### src/rtl/urv_timer_cmp.sv
// urv_timer_cmp: timer compare and interrupt unit.
// Compares csr_time_i against cmp; supports one-shot and periodic modes.
module urv_timer_cmp #(
  parameter int g_time_width   = 40,
  parameter int g_period_width = 24
) (
  input  logic                    clk_i,
  input  logic                    rst_i,
  input  logic [g_time_width-1:0] csr_time_i,
  input  logic                    wr_i,
  input  logic                    rd_i,
  input  logic [1:0]              addr_i,
  input  logic [31:0]             data_i,
  output logic [31:0]             rd_data_o,
  output logic                    irq_o
);

  localparam int HW = g_time_width - 32;
  localparam int PW = g_period_width;

  localparam logic [1:0] A_LO   = 2'd0;
  localparam logic [1:0] A_HI   = 2'd1;
  localparam logic [1:0] A_CTRL = 2'd2;
  localparam logic [1:0] A_STAT = 2'd3;

  typedef enum logic [1:0] {
    IDLE  = 2'd0,
    ARMED = 2'd1,
    DONE  = 2'd2
  } st_t;

  st_t                    state;
  st_t                    state_n;
  logic [g_time_width-1:0] cmp;
  logic [g_time_width-1:0] cmp_n;
  logic [31:0]            lo_stage;
  logic [31:0]            lo_stage_n;
  logic                   en;
  logic                   en_n;
  logic                   per_mode;
  logic                   per_mode_n;
  logic [PW-1:0]          period;
  logic [PW-1:0]          period_n;
  logic                   pending;
  logic                   pending_n;
  logic                   overrun;
  logic                   overrun_n;
  logic [7:0]             missed;
  logic [7:0]             missed_n;
  logic [31:0]            rd_data;
  logic [31:0]            rd_data_n;
  logic [31:0]            rd_val;

  logic commit;
  logic ctrl_wr;
  logic stat_wr;
  logic clr_pend;
  logic clr_ovr;
  logic hit;
  logic reload;
  logic lost;

  assign commit   = wr_i && (addr_i == A_HI);
  assign ctrl_wr  = wr_i && (addr_i == A_CTRL);
  assign stat_wr  = wr_i && (addr_i == A_STAT);
  assign clr_pend = stat_wr && data_i[0];
  assign clr_ovr  = stat_wr && data_i[1];

  // All-ones compare is the "never" value even though time can reach it.
  assign hit = (state == ARMED)
            && !commit
            && !ctrl_wr
            && (cmp != '1)
            && (csr_time_i >= cmp);

  assign reload = per_mode && (period != '0);
  assign lost   = hit && pending && !clr_pend;

  always_comb begin
    rd_val = '0;
    unique case (addr_i)
      A_LO:   rd_val = cmp[31:0];
      A_HI:   rd_val = 32'(cmp[g_time_width-1:32]);
      A_CTRL: rd_val = 32'({period, 6'b0, per_mode, en});
      A_STAT: rd_val = {14'b0, state, missed,
                        6'b0, overrun, pending};
      default: rd_val = '0;
    endcase
  end

  always_comb begin
    state_n    = state;
    cmp_n      = cmp;
    lo_stage_n = lo_stage;
    en_n       = en;
    per_mode_n = per_mode;
    period_n   = period;
    pending_n  = pending;
    overrun_n  = overrun;
    missed_n   = missed;
    rd_data_n  = rd_i ? rd_val : rd_data;

    if (wr_i && (addr_i == A_LO))
      lo_stage_n = data_i;

    if (commit)
      cmp_n = {data_i[HW-1:0], lo_stage};
    else if (hit && reload)
      cmp_n = cmp + g_time_width'(period);

    if (ctrl_wr) begin
      en_n       = data_i[0];
      per_mode_n = data_i[1];
      period_n   = data_i[8 +: PW];
    end

    if (hit)
      pending_n = 1'b1;
    else if (clr_pend)
      pending_n = 1'b0;

    if (lost) begin
      overrun_n = 1'b1;
      missed_n  = (missed != 8'hFF) ? missed + 8'd1 : missed;
    end else if (clr_ovr) begin
      overrun_n = 1'b0;
      missed_n  = '0;
    end

    if (ctrl_wr) begin
      state_n = data_i[0] ? ARMED : IDLE;
    end else begin
      unique case (state)
        IDLE:    state_n = IDLE;
        ARMED:   if (hit && !reload) state_n = DONE;
        DONE:    if (commit) state_n = ARMED;
        default: state_n = IDLE;
      endcase
    end
  end

  always_ff @(posedge clk_i) begin
    if (!rst_i) begin
      state    <= IDLE;
      cmp      <= '1;
      lo_stage <= '0;
      en       <= 1'b0;
      per_mode <= 1'b0;
      period   <= '0;
      pending  <= 1'b0;
      overrun  <= 1'b0;
      missed   <= '0;
      rd_data  <= '0;
    end else begin
      state    <= state_n;
      cmp      <= cmp_n;
      lo_stage <= lo_stage_n;
      en       <= en_n;
      per_mode <= per_mode_n;
      period   <= period_n;
      pending  <= pending_n;
      overrun  <= overrun_n;
      missed   <= missed_n;
      rd_data  <= rd_data_n;
    end
  end

  assign irq_o     = pending;
  assign rd_data_o = rd_data;

endmodule

### config.mk
export PLATFORM = sky130hd
export DESIGN_NAME = urv_timer_cmp
export DESIGN_NICKNAME = d
export VERILOG_FILES = /design/src/rtl/urv_timer_cmp.sv
export SDC_FILE = /design/constraint.sdc
export NUM_CORES = 1
export LEC_CHECK = 0
export ABC_CLOCK_PERIOD_IN_PS = 7900
export BUFFER_PORTS_ARGS = -buffer_cell sky130_fd_sc_hd__buf_2
export CAP_MARGIN = 20
export CORE_UTILIZATION = 30
export DETAILED_ROUTE_END_ITERATION = 10
export SYNTH_ARGS = -nofsm -noshare
export SYNTH_HDL_FRONTEND = slang
export SYNTH_SLANG_ARGS = --single-unit
### constraint.sdc
create_clock -name clk_i -period 7.9 [get_ports clk_i]
set_clock_uncertainty 0.05 [all_clocks]
set_input_delay 0.79 -clock clk_i [delete_from_list [all_inputs] [get_ports clk_i]]
set_output_delay 0.79 -clock clk_i [all_outputs]
set_load 0.01 [all_outputs]
Yosys cells after proc, flatten, opt, wreduce, memory -nomap -nowiden
Cells that the tools add are included.
W data, S select, Z words.
- memory bits (read-only): 0
- latch bits: 0
- register bits after elaboration: 142
- memories: 0
- bits in writable memories: 0
- word-level logic and storage cells: 64
- input port bits: 78
- order comparisons: 1
- bitwise operators: 0
- add/subtract/negate cells: 2
- eq/ne operators: 10
- shift operators: 0
- div/mod/pow operators: 0
- multiplexer cells: 15
- multiply operators: 0
- reductions and logical operators: 26
- operators with widths (operator ; count):
    $pmux W32 S4 ; 1
    $mux W40 ; 2
    $add A40 B24 Y40 ; 1
    $ge A40 B40 Y1 ; 1
    $ne A40 B40 Y1 const B ; 1
    $mux W8 ; 3
    $reduce_bool A24 Y1 ; 1
    $logic_and A1 B1 Y1 ; 15
    $add A8 B1 Y8 const B ; 1
    $ne A8 B8 Y1 const B ; 1
    $eq A2 B2 Y1 const B ; 3
    $mux W2 ; 3
    $reduce_bool A2 Y1 ; 3
    $mux W1 ; 5
    $eq A2 B1 Y1 const B ; 2
    $logic_not A1 Y1 ; 4
    $pmux W2 S2 ; 1
    $reduce_and A2 Y1 ; 2
    $ne A3 B2 Y1 const B ; 1
    $ne A3 B3 Y1 const B ; 1
    $logic_not A2 Y1 ; 1
    $ne A2 B1 Y1 const B ; 1

Depth between registers and ports, before layout
- depth in word-level cells: 11
- gate-level depth with buffers: 12

Worst setup path before layout
Ideal clock, no wire load.
- path kind: input-to-reg
- from: input csr_time_i[22]
- to: register missed[5]
- buffers on the path: 1
- data arrival time: 2774 ps
- stages on the path: 10
- slack: 4949 ps
- data required time: 7723 ps
- cells stage by stage: ha_1 -> nand4_1 -> nor4_2 -> o2bb2ai_1 -> o21ai_1 -> a31o_2 -> or3b_1 -> buf_2 -> o2111ai_1 -> o31ai_1
- longest elaborated chain between the ends: 6
- ends and longest elaborated chain (what ; line ; source):
    start: declaration ; 9 ; input logic [g_time_width-1:0] csr_time_i,
    $ge A40 B40 Y1 * ; 74 ; && (csr_time_i >= cmp);
    $logic_and A1 B1 Y1 * ; 74 ;
    $logic_and A1 B1 Y1 * (2 in a row) ; 77 ; assign lost = hit && pending && !clr_pend;
    $ne A2 B1 Y1 (no line) / $reduce_bool A2 Y1 (equally long branches) ; -- ;
    $reduce_and A2 Y1 (no line) ; -- ;
    end signal: assignment ; 163 ; missed <= missed_n;
    end: declaration ; 48 ; logic [7:0] missed;
Mark *: on every way between the ends. The rest lies on a longest branch, timed or not.
A chain may end at the register's enable or synchronous reset.

Worst setup path in the final report
- from: register cmp[22]
- to: register cmp[9]
- longest elaborated chain between the ends: 5
- ends and longest elaborated chain (what ; line ; source):
    start: declaration ; 34 ; logic [g_time_width-1:0] cmp;
    start signal: assignment ; 156 ; cmp <= cmp_n;
    branches (longest 2 deep; another with $ge A40 B40 Y1) ; -- ;
    $logic_and A1 B1 Y1 * ; 74 ;
    $logic_and A1 B1 Y1 * ; 108 ; else if (hit && reload)
    $reduce_bool A2 Y1 (no line) * ; -- ;
Mark *: on every way between the ends.

==> flow_metrics.env <==
export IMPL_synth_xor_area_share_pct=2.181
export IMPL_syn_to_final_growth_pct=16.87
export IMPL_finalCritPeriodShare_pct=52.38
export IMPL_crit_slowest_cell="a31oi_2"
export IMPL_place_congestion=0.8807
export IMPL_worst_slew_pin_slew_ns=1.059
export IMPL_min_path_type="reg -> reg"
export IMPL_antenna_left=0
export IMPL_critical_path_max_fanout=23
export IMPL_ir_worst_vdd_mv=0.1646
export IMPL_die_w_um=169.7
export IMPL_cts_tree="yes"
export IMPL_finalSetupTns_ns=0
export IMPL_final_util_pct=35.57
export IMPL_grt_usage_pct=19.39
export IMPL_fin_ws_ns=3.762
export IMPL_syn_nets=1232
export IMPL_ys_seq_area_share_pct=33.71
export IMPL_antenna_found_initial=0
export IMPL_insertion_delay_ns=0.45
export IMPL_rsz0062_at_grt="false"
export IMPL_htree_levels=4
export IMPL_cts_sinks=142
export IMPL_cp_common_cell="buf_4"
export IMPL_n_antenna_cell=0
export IMPL_synth_seq_cells=142
export IMPL_io_pin_count=111
export IMPL_dpl_hpwl_um=20400
export IMPL_period_needed_ns=4.138
export IMPL_drive_gt1_share_pct=14.87
export IMPL_grt_overflow_total=0
export IMPL_crit_family="compound AO/OA/AOI/OAI gates"
export IMPL_synth_compound_area_share_pct=21.14
export IMPL_grt_pass1_wl_um=42860
export IMPL_grt_max_degree=82
export IMPL_netlist_area_leader_share_pct=33.71
export IMPL_synth_area_leaders="dfxtp_1, ha_1, a21oi_1"
export IMPL_cts_path_max_buffers=2
export IMPL_dieArea_mm2=0.02878
export IMPL_crit_arrival_ns=4.41
export IMPL_cp_end_kind="register"
export IMPL_hold_viol=0
export IMPL_numCtsBuffers=17
export IMPL_finalWirelength_um=27650
export IMPL_drv_cap=0
export IMPL_drv_slew=0
export IMPL_drtPass1Iterations=5
export IMPL_viasPerCell=5.313
export IMPL_final_cells=1555
export IMPL_io_buffer_count=110
export IMPL_fmax_ghz=0.2417
export IMPL_critical_path_class="reg -> reg"
export IMPL_synth_top_area_cell="dfxtp_1"
export IMPL_root_buffer="clkbuf_16"
export IMPL_status="completed"
export IMPL_cts_setup_buffers=0
export IMPL_vias=8262
export IMPL_synth_ff_type="dfxtp_1"
export IMPL_drc=0
export IMPL_ctsResizeCount=0
export IMPL_synth_mux_area_share_pct=4.688
export IMPL_coreArea_mm2=0.02771
export IMPL_setup_violations=0
export IMPL_synth_common_cells="nand2_1, a21oi_1, dfxtp_1, nor2_1, ha_1"
export IMPL_drt_iter0_markers=567
export IMPL_path_clk_slew_ns=0.07
export IMPL_power_mw=1.924
export IMPL_crit_path_cell_trace="inv_1 > ha_1 > nand4_1 > nor4_2 > o2bb2ai_1 > o21ai_1 > a31oi_2 > buf_4 > nor2_1 > buf_4 > a221o_1"
export IMPL_finish_net_count=1308
export IMPL_synth_top_family_by_area="simple AND/OR/NAND/NOR gates"
export IMPL_synthAdderAreaFrac_pct=9.881
export IMPL_place_ws_ns=3.409
export IMPL_netlist_instances=1088
export IMPL_row_count=61
export IMPL_dp_cells=1522
export IMPL_cp_start_kind="register"
export IMPL_grt_pass1_vias=7570
export IMPL_netlist_area_mm2=0.008433
export IMPL_synth_area_per_cell_um2=7.751
export IMPL_synth_distinct_cells=68
export IMPL_crit_path_max_incr_delay_ns=0.81
export IMPL_wire_per_inst_um=17.78
export IMPL_start_util_pct=30.44
export IMPL_ys_warn_count=0
export IMPL_relSlewSlack_pct=29.10
export IMPL_synthArstFlopShare_pct=0
export IMPL_hold_buffers=0
export IMPL_p_leak_nw=4.507
export IMPL_synth_simple_area_share_pct=23.13
export IMPL_cellPowerDensity_mw_per_mm2=195.2
export IMPL_critPathRequiredTime_ns=8.17
export IMPL_cp_buffers_inverters=3
export IMPL_die_h_um=169.7
export IMPL_post_synth_top_count_cell="nand2_1"
export IMPL_synth_edf_count=0
## cells in the final DEF, fill, tap and decap left out, types with 5 or more instances in the layout
cell type and count:
nand2_1 192, a21oi_1 150, dfxtp_1 142, buf_2 110, nor2_1 81, ha_1 65
inv_1 51, nand3_1 50, mux2i_1 35, nor3_1 27, nand4_1 17, clkbuf_16 17
o21ai_0 16, a211oi_1 15, a21o_1 14, xnor2_1 14, a31oi_1 13, nor4_1 12
and4_1 9, nand2b_1 7, o211ai_1 7, xor2_1 7, buf_4 7, a221o_1 6
o2111ai_1 6, a22oi_1 6, and3_1 5, or2_2 5, o31ai_1 5, inv_6 5
## power breakdown
group	switching, mW	total, mW	internal [mW]
clock	0.374	0.792	0.418
sequential	0.0352	0.781	0.746
combinational	0.212	0.350	0.138
## worst reg2reg max path, delay by kind of cell, from the launching register on
family | cells | cell delay [ns]
and+or+nand+nor | 3 | 0.87
adders and majority gates | 1 | 0.32
DFF | 1 | 0.49
buffers and inverters | 3 | 0.76
AOI/OAI and AO/OA | 4 | 1.53
## final timing paths
path	cells past startpoint	slack, ns	start	to
worst min register to register	2	0.41	lo_stage[3]	lo_stage[3]
worst max-delay path	11	3.76	cmp[22]	cmp[9]
worst min-delay path	2	0.41	lo_stage[3]	lo_stage[3]
worst max register to register	11	3.76	cmp[22]	cmp[9]
## area by class of cell
cell class / count / area, um^2
clock buffer: 17 / 425.4
clock inverter: 15 / 148.9
fill: 2956 / 17850
inverter: 52 / 196.4
multi-input combinational: 833 / 5151
sequential: 142 / 2843
tap: 378 / 473.0
timing repair buffer: 118 / 618.1
## logic make-up (layout without fill, tap and decap cells)
kind of cell             Yosys count  count (layout)
AO/OA/AOI/OAI                    283             283
XOR/XNOR                          21              21
adder cells (fa/ha/maj)           66              66
buffers and inverters            113             202
flip-flops                       142             142
multiplexers                      37              37
AND/OR/NAND/NOR                  426             426
## metrics by stage
step           hold WS (ns)  area (um^2)
6_report             0.4067         9856
5_1_grt              0.4269         9856
4_1_cts              0.4087         9841
3_5_place_dp         0.3983         9266
3_3_place_gp         0.3921         9266
2_1_floorplan        0.3796         8433
## state kept, by name (all words and copies together), names as in the netlist
name       flops
overrun        1
rd_data_o     32
irq_o          1
cmp           40
state          2
per_mode       1
period        24
lo_stage      32
missed         8
en             1
## layer usage
metal / track usage [%] / wire length (um) / vias up
met4: 3.799 / 293 / 0
met1: 25.60 / 12720 / 3918
li1: - / - / 4063
met3: 3.848 / 1436 / 30
met2: 32.61 / 13200 / 251
met5: 0 / 0 / -
Power figures use the tool's default switching activity.
